## src/rtl/ssd_display_arbiter_pkg.sv

```systemverilog
// Shared types and constants for the seven-segment display arbiter.
// Holds arbiter states, source indices, blank codes and priority pick.
package ssd_display_arbiter_pkg;

    typedef enum logic [1:0] {
        ST_IDLE = 2'd0,
        ST_HOLD = 2'd1,
        ST_OPEN = 2'd2
    } arb_state_e;

    localparam int unsigned SRC_KEYPAD = 0;
    localparam int unsigned SRC_MSG    = 1;
    localparam int unsigned SRC_ALARM  = 2;

    localparam logic [4:0]  BLANK_DIGIT = 5'h1F;
    localparam logic [19:0] BLANK_FRAME = {4{BLANK_DIGIT}};

    // Fixed priority: alarm over message over keypad, one-hot result.
    function automatic logic [2:0] pick_winner(input logic [2:0] req);
        logic [2:0] w;
        w = 3'b000;
        if (req[SRC_ALARM])
            w[SRC_ALARM] = 1'b1;
        else if (req[SRC_MSG])
            w[SRC_MSG] = 1'b1;
        else if (req[SRC_KEYPAD])
            w[SRC_KEYPAD] = 1'b1;
        return w;
    endfunction

endpackage

```

## src/rtl/ssd_display_arbiter_scan.sv

```systemverilog
// Digit-scan prescaler: periodic scan tick and a 2-bit digit index.
// Runs free of the arbitration state; only reset touches it.
module scan_prescaler
    import ssd_display_arbiter_pkg::*;
#(
    parameter int unsigned REFRESH_DIV = 100_000
) (
    input  logic       clk_i,
    input  logic       rst_i,
    output logic       scan_tick_o,
    output logic [1:0] digit_sel_o
);

    localparam int unsigned PW = $clog2(REFRESH_DIV);
    localparam logic [PW-1:0] LAST = PW'(REFRESH_DIV - 1);

    logic [PW-1:0] cnt_q, cnt_d;
    logic [1:0]    dig_q, dig_d;
    logic          tick;

    assign tick        = (cnt_q == LAST);
    assign scan_tick_o = tick;
    assign digit_sel_o = dig_q;

    // Wrap the prescaler at its last count; step the digit on that wrap.
    always_comb begin
        cnt_d = tick ? '0 : cnt_q + PW'(1);
        dig_d = tick ? dig_q + 2'd1 : dig_q;
    end

    // Counter registers with synchronous reset.
    always_ff @(posedge clk_i) begin
        if (rst_i) begin
            cnt_q <= '0;
            dig_q <= '0;
        end else begin
            cnt_q <= cnt_d;
            dig_q <= dig_d;
        end
    end

endmodule

```

## src/rtl/ssd_display_arbiter.sv

```systemverilog
// Fixed-priority owner arbitration for a shared seven-segment display.
// Owner keeps the display for a minimum dwell; alarm may preempt.
module ssd_display_arbiter
    import ssd_display_arbiter_pkg::*;
#(
    parameter int unsigned DWELL_CYCLES = 50_000_000,
    parameter int unsigned REFRESH_DIV  = 100_000
) (
    input  logic        clk_i,
    input  logic        rst_i,
    input  logic [2:0]  req_i,
    input  logic [19:0] data0_i,
    input  logic [19:0] data1_i,
    input  logic [19:0] data2_i,
    output logic [2:0]  grant_o,
    output logic [19:0] frame_out_o,
    output logic        scan_tick_o,
    output logic [1:0]  digit_sel_o
);

    localparam int unsigned DW =
        (DWELL_CYCLES > 1) ? $clog2(DWELL_CYCLES) : 1;
    localparam logic [DW-1:0] DWELL_LOAD = DW'(DWELL_CYCLES - 1);

    arb_state_e    state_q, state_d;
    logic [2:0]    grant_q, grant_d;
    logic [19:0]   frame_q, frame_d;
    logic [DW-1:0] dwell_q, dwell_d;
    logic [2:0]    winner;
    logic          settle;

    assign grant_o     = grant_q;
    assign frame_out_o = frame_q;

    // Next owner: IDLE and an expiring dwell both re-run the priority pick,
    // so the hand-over lands right after the last dwell cycle.
    always_comb begin
        winner  = pick_winner(req_i);
        state_d = state_q;
        grant_d = grant_q;
        dwell_d = dwell_q;
        settle  = 1'b0;
        case (state_q)
            ST_IDLE: settle = 1'b1;
            ST_HOLD: begin
                if (req_i[SRC_ALARM] && !grant_q[SRC_ALARM]) begin
                    grant_d = 3'b100;
                    dwell_d = DWELL_LOAD;
                end else if (dwell_q != '0) begin
                    dwell_d = dwell_q - DW'(1);
                end else begin
                    settle = 1'b1;
                end
            end
            ST_OPEN: settle = 1'b1;
            default: begin
                state_d = ST_IDLE;
                grant_d = '0;
            end
        endcase
        if (settle) begin
            if (winner == 3'b000) begin
                state_d = ST_IDLE;
                grant_d = '0;
            end else if (winner != grant_q) begin
                state_d = ST_HOLD;
                grant_d = winner;
                dwell_d = DWELL_LOAD;
            end else begin
                state_d = ST_OPEN;
            end
        end
    end

    // Frame follows the next owner so grant and data move together.
    always_comb begin
        frame_d = BLANK_FRAME;
        case (1'b1)
            grant_d[SRC_ALARM]:  frame_d = data2_i;
            grant_d[SRC_MSG]:    frame_d = data1_i;
            grant_d[SRC_KEYPAD]: frame_d = data0_i;
            default:             frame_d = BLANK_FRAME;
        endcase
    end

    // Arbitration registers with synchronous reset.
    always_ff @(posedge clk_i) begin
        if (rst_i) begin
            state_q <= ST_IDLE;
            grant_q <= '0;
            frame_q <= BLANK_FRAME;
            dwell_q <= '0;
        end else begin
            state_q <= state_d;
            grant_q <= grant_d;
            frame_q <= frame_d;
            dwell_q <= dwell_d;
        end
    end

    scan_prescaler #(
        .REFRESH_DIV (REFRESH_DIV)
    ) u_scan (
        .clk_i       (clk_i),
        .rst_i       (rst_i),
        .scan_tick_o (scan_tick_o),
        .digit_sel_o (digit_sel_o)
    );

endmodule

```

## config.mk

```make
export PLATFORM = sky130hd
export DESIGN_NAME = ssd_display_arbiter
export DESIGN_NICKNAME = d
export VERILOG_FILES = /design/src/rtl/ssd_display_arbiter_pkg.sv /design/src/rtl/ssd_display_arbiter_scan.sv /design/src/rtl/ssd_display_arbiter.sv
export SDC_FILE = /design/constraint.sdc
export NUM_CORES = 1
export LEC_CHECK = 0
export ABC_AREA = 1
export CAP_MARGIN = 20
export CORE_MARGIN = 10
export CORE_UTILIZATION = 51
export DETAILED_ROUTE_END_ITERATION = 10
export GPL_TIMING_DRIVEN = 0
export PLACE_DENSITY = 0.9
export SLEW_MARGIN = 20
export SYNTH_ARGS = -nofsm -noshare
export SYNTH_HDL_FRONTEND = slang
export SYNTH_SLANG_ARGS = --single-unit
```

## constraint.sdc

```tcl
create_clock -name clk_i -period 2.4 [get_ports clk_i]
set_clock_uncertainty 0.05 [all_clocks]
set_input_delay 0.24 -clock clk_i [delete_from_list [all_inputs] [get_ports clk_i]]
set_output_delay 0.24 -clock clk_i [all_outputs]
set_load 0.02 [all_outputs]
```

* Word level (Yosys, flattened, before mapping)
Cells that the tools add are included.
** Operators by class
- Reductions and logical operators :: 8
- Multiplexer cells :: 26
- Eq/ne operators :: 5
- $add $sub $neg :: 3
** Operator list (count)
- 26-bit two-way mux :: 6
- 20-bit two-way mux :: 3
- 26-bit nonzero test :: 1
- 26-bit by 1-bit subtractor with 26-bit output (second input constant) :: 1
- 17-bit by 1-bit adder with 17-bit output (second input constant) :: 1
- 17-bit == test (second input constant) :: 1
- 3-bit two-way mux :: 4
- 2-bit two-way mux :: 5
- 1-bit two-way mux :: 6
- 3-bit one-hot mux with 2 select lines :: 1
- 2-bit OR reduction :: 2
- 3-bit logical NOT :: 1
- 3-bit != test :: 1
- 3-bit OR reduction :: 1
- 2-bit by 1-bit adder with 2-bit output (second input constant) :: 1
- 2-bit by 1-bit == test with 1-bit output (second input constant) :: 1
- 2-bit == test (second input constant) :: 1
- 2-bit logical NOT :: 1
- 2-bit by 1-bit != test with 1-bit output (second input constant) :: 1
- 1-bit one-hot mux with 2 select lines :: 1
- 1-bit logical AND :: 1
- 1-bit logical NOT :: 1
** Storage, ports and cells
- Logic and storage cells :: 48
- Bits of input ports :: 65
- Register bits :: 70

* Longest topological paths before layout
Gate-level depths: netlist of the first run.
- Depth in word-level cells :: 10
- Depth in mapped cells :: 15

* Cells and area by module
From an unflattened synthesis of the first run, not the netlist that was laid out.
** Unflattened totals
- Cell total of the unflattened synthesis :: 621
- Area, all modules :: 4060.1 um2
** Modules (own cells, without submodules)
- ssd_display_arbiter :: seq. area each 1021.0 um2, area each 3090.5 um2, cells each 480, times used 1
- scan_prescaler :: seq. area each 380.4 um2, area each 969.7 um2, cells each 141, times used 1

* Worst setup path before layout of the first run
OpenSTA, ideal clock, no wires.
- Path kind :: flip-flop to flip-flop
- From :: register grant_q[2] (netlist: grant_o[2])
- To :: register frame_q[12] (netlist: frame_out_o[12])
- Clock period less this slack :: 1.868 ns
- Path slack :: 0.532 ns
- Stages on the path, launching flop included :: 14
- Buffers on the path :: 1
- Data required time :: 2.230 ns
- Data arrival time :: 1.698 ns
- Cells stage by stage :: dfxtp_1 -> inv_1 -> ha_1 -> inv_1 -> nand2_1 -> nor2_4 -> nand2_1 -> nand2_1 -> nand2_1 -> nand3_1 -> nand2_1 -> buf_2 -> a21oi_1 -> o21ai_1
** On the way
- Cells in the longest elaborated chain, start to end :: 10
- Elaborated cells between the ends (all ways) :: 13
- Classes of those cells :: eq/ne (1); mux (10); reduce/logical (2)
** RTL lines
- start: declaration :: line ssd_display_arbiter.sv:26 : logic [2:0] grant_q, grant_d;
- start signal: assignment :: line ssd_display_arbiter.sv:95 : grant_q <= grant_d;
- 1-bit logical NOT :: line ssd_display_arbiter.sv:46 : if (req_i[SRC_ALARM] && !grant_q[SRC_ALARM]) begin
- 1-bit logical AND :: line ssd_display_arbiter.sv:46
- 3-bit two-way mux :: line ssd_display_arbiter.sv:46
- 3-bit one-hot mux with 2 select lines :: line ssd_display_arbiter.sv:43 : case (state_q)
- 3-bit two-way mux :: line ssd_display_arbiter.sv:65 : end else if (winner != grant_q) begin
- 3-bit two-way mux :: line ssd_display_arbiter.sv:62 : if (winner == 3'b000) begin
- 3-bit two-way mux (*) :: line ssd_display_arbiter.sv:61 : if (settle) begin
- 20-bit two-way mux (2 in series) :: line ssd_display_arbiter.sv:78 : case (1'b1)
- 20-bit two-way mux (*) :: line ssd_display_arbiter.sv:78
- end signal: assignment :: line ssd_display_arbiter.sv:96 : frame_q <= frame_d;
- end: declaration :: line ssd_display_arbiter.sv:27 : logic [19:0] frame_q, frame_d;
Every way passes the cells marked *; elsewhere a longest branch is shown, timed or not.
A chain may end at the register's enable or synchronous reset.

* Worst setup path in the final report of the first run
- From :: input req_i[2]
- To :: register frame_q[2] (netlist: frame_out_o[2])
** On the way
- Cells in the longest elaborated chain, start to end :: 9
- Elaborated cells between the ends (all ways) :: 15
- Classes of those cells :: eq/ne (1); mux (12); reduce/logical (2)
** RTL lines
- start: declaration :: line ssd_display_arbiter.sv:11 : input logic [2:0] req_i,
- 1-bit logical AND :: line ssd_display_arbiter.sv:46
- 3-bit two-way mux :: line ssd_display_arbiter.sv:46
- 3-bit one-hot mux with 2 select lines :: line ssd_display_arbiter.sv:43
- 3-bit two-way mux :: line ssd_display_arbiter.sv:65
- 3-bit two-way mux :: line ssd_display_arbiter.sv:62
- 3-bit two-way mux (*) :: line ssd_display_arbiter.sv:61
- 20-bit two-way mux (2 in series) :: line ssd_display_arbiter.sv:78
- 20-bit two-way mux (*) :: line ssd_display_arbiter.sv:78
Marked as above.

==> flow_summary.ini, run 1 <==
[timing]
slew_viol_final = 0
max_freq_ghz = 0.454
worst_pin_slew_ns = 0.598
post-route-min-period_ns = 2.20
period_share_pct = 91.8
fin_setup_tns_ns = 0
hold_viol = 0
relSlewSlack_pct = 60.2
rsz0062_at_grt = no
setup_violations = 0

[synthesis]
yosys_register_bits = 70
netlist-cell-type-count = 35
synth-async-reset-ratio_pct = 0
syn_inst = 623
synthesis.nets = 693
ys_seq_area_share_pct = 34.9
syn_area_sq_um = 4010
synth_top_area_share_pct = 34.9
synth_top_area_cell = dfxtp_1
synth_flop_cell = dfxtp_1
synth_edf_count = 0
ys_warn_count = 0
synthTopCellsByArea = dfxtp_1 35%, nand2_1 12%, inv_1 10%
avgSynthCellArea_sq_um = 6.44

[power]
swShare_pct = 40.0
leakage_nw = 2.43
internal-power_mw = 2.36
power_density_nw_per_um2 = 755
p_sw_mw = 1.57
sequentialPowerShare_pct = 36.9
vdd_drop_max_uv = 505
clockPowerShare_pct = 22.5
p_comb_share_pct = 40.6

[clock_tree]
tritoncts = yes
numCtsBuffers = 9
cts_hold_buf = 0
clk_latency_ns = 0.36
postCtsSetupRepairBufs = 0
htreeDepth = 3
cts.reportedPaths.clkPinSlew_ns = 0.08
clockBufferDepth = 2
clock-sinks = 70
clock-root-buffer = clkbuf_8

[worst_setup_path]
worstPathArrival_ns = 2.40
critPathMaxFanout = 10
cp-end-kind = flop
required_ns = 2.60
critPathLaunchType = input port
worstSetupPathType = input port to flop

[route]
vias = 4321
first_pass_iters = 4
viasPerCell = 5.21
drc = 0
antenna_left = 0
drt_iter0_markers = 270
drt_wl_total_mm = 11.5
routedWlPerCell_microns = 13.9

[floorplan]
io_pins = 91
chipHeight_microns = 109
dieArea_sq_um = 11800
core_sq_um = 7690
num_rows = 32
die_width_microns = 109
start_util_pct = 52.2

[finish]
n_antenna_cell = 0
nNetsFinal = 793
final_common_cell = nand2_1
layout_common_cells = 124 x nand2_1, 108 x inv_1, 88 x clkdlybuf4s50_1
layout-drive-gt1-share_pct = 7.83
fillCellCount = 660
fin_area_sq_um = 5210
area_delta_synth_final_pct = 29.9

[global_routing]
grt_start_max_net_pins = 15
antenna_found_initial = 0
grt_pass1_wl_mm = 18.7
grt-ovfl-total = 0
grt.total_usage_pct = 19.5
grt_pass1_vias = 4202

[placed_design]
gp_congestion = 0.937
portBuffers = 89
postPlaceCellArea_sq_um = 5030
dpl.hpwl_mm = 9.00

[run_status]
status = finished, final reports clean

[run]
drv_cap = 0

[hold_path]
hold_path_class = flop to flop
[metrics by stage]
stage               utilization, %  cells  total power [mW]  hold WS, ns  setup WS (ns)
finish                        67.8    830              3.93        0.397          0.197
global route                  67.8    830              4.19        0.431       0.000446
CTS                           67.8    830              3.93        0.401          0.189
detailed placement            65.4    814              3.05        0.386         -0.153
global placement              65.4    814              3.00        0.380        -0.0922
floorplan                        -    623              2.48        0.323          0.532
[worst max-delay path: stages]
cell	delay, ns
clkdlybuf4s50_1	0.55
inv_1	0.10
ha_1	0.30
inv_1	0.05
nand2_1	0.08
nor2_4	0.13
nand2_1	0.13
nand2_1	0.09
nand2_1	0.05
nand2_1	0.12
buf_2	0.24
nand3_1	0.11
nor2_1	0.12
o21ai_1	0.08
[state kept, by name (all words and copies together) (netlist names)]
| signal | flops |
|---|---|
| state_q | 2 |
| frame_out_o | 20 |
| u_scan.digit_sel_o | 2 |
| u_scan.cnt_q | 17 |
| dwell_q | 26 |
| grant_o | 3 |
[per-layer routing]
metal	vias up	part of all wire (%)	GRT usage, %
li1	2162	-	-
met1	1942	39	22.0
met2	182	49	33.0
met3	35	8.4	5.49
met4	0	3.9	10.1
met5	-	0	0
[worst paths after layout]
| path | startpoint | endpoint | slack (ns) | cells after the start |
|---|---|---|---|---|
| hold reg to reg | u_scan.cnt_q[0]$_SDFF_PP0_ | u_scan.cnt_q[0]$_SDFF_PP0_ | 0.40 | 1 |
| hold / removal | u_scan.cnt_q[0]$_SDFF_PP0_ | u_scan.cnt_q[0]$_SDFF_PP0_ | 0.40 | 1 |
| setup / recovery | req_i[2] | frame_out_o[2]$_SDFF_PP1_ | 0.20 | 14 |
| setup reg to reg | dwell_q[0]$_SDFF_PP0_ | frame_out_o[2]$_SDFF_PP1_ | 0.32 | 12 |
[cell usage after synthesis, types with 6 or more instances]
master    count
buf_6         6
nor2_2        7
nand2_1     124
nand4_1       9
inv_1       108
buf_2         6
clkbuf_1      6
o21ai_0      11
xor2_1       10
dfxtp_1      70
nor3_1       15
a21oi_1      43
nor2_1       84
nand3_1      62
o21ai_1      21
[power by group through the flow]
stage | clock [mW] | sequential [mW] | combinational (mW)
after floorplan | 0 | 1.57 | 0.915
after global placement | 0 | 1.46 | 1.53
after detailed placement | 0 | 1.47 | 1.58
after CTS | 0.893 | 1.45 | 1.59
after global routing | 0.950 | 1.47 | 1.77
final | 0.885 | 1.45 | 1.60
[cell type report]
cell class | instances | area, sq um | share of cell area [%]
multi-input cells | 422 | 2040 | 39.2
flip-flops and latches | 70 | 1400 | 26.9
repair buffers | 89 | 890 | 17.1
inverters | 111 | 419 | 8.05
plain buffers | 20 | 150 | 2.88
well taps | 102 | 128 | 2.45
clock buffers | 9 | 124 | 2.38
clock inverters | 7 | 55.1 | 1.06
[repair_timing]
| action | 4_1_cts | 5_1_grt |
|---|---|---|
| endpoints found under the setup margin | 1 | 0 |
| endpoints found under the hold margin | 0 | 0 |
| resized for setup | 2 | 0 |
[cells by family (layout without fill, tap and decap cells)]
family,Yosys count,count (layout),share of synthesized area (%)
AO/OA/AOI/OAI,83,83,11.2
AND/OR/NAND/NOR,322,322,35.5
adder cells (fa/ha/maj),5,5,1.56
buffers and inverters,131,236,14.2
XOR/XNOR,12,12,2.62
flip-flops,70,70,34.9
No activity file was read; power rests on OpenSTA's default activity.
==> run 2: changes to the inputs <==
Settings changed: ABC_CLOCK_PERIOD_IN_PS from default to 2400.
==> results of run 2 <==
Final layout, timing and power as in run 1 (identical DEF).
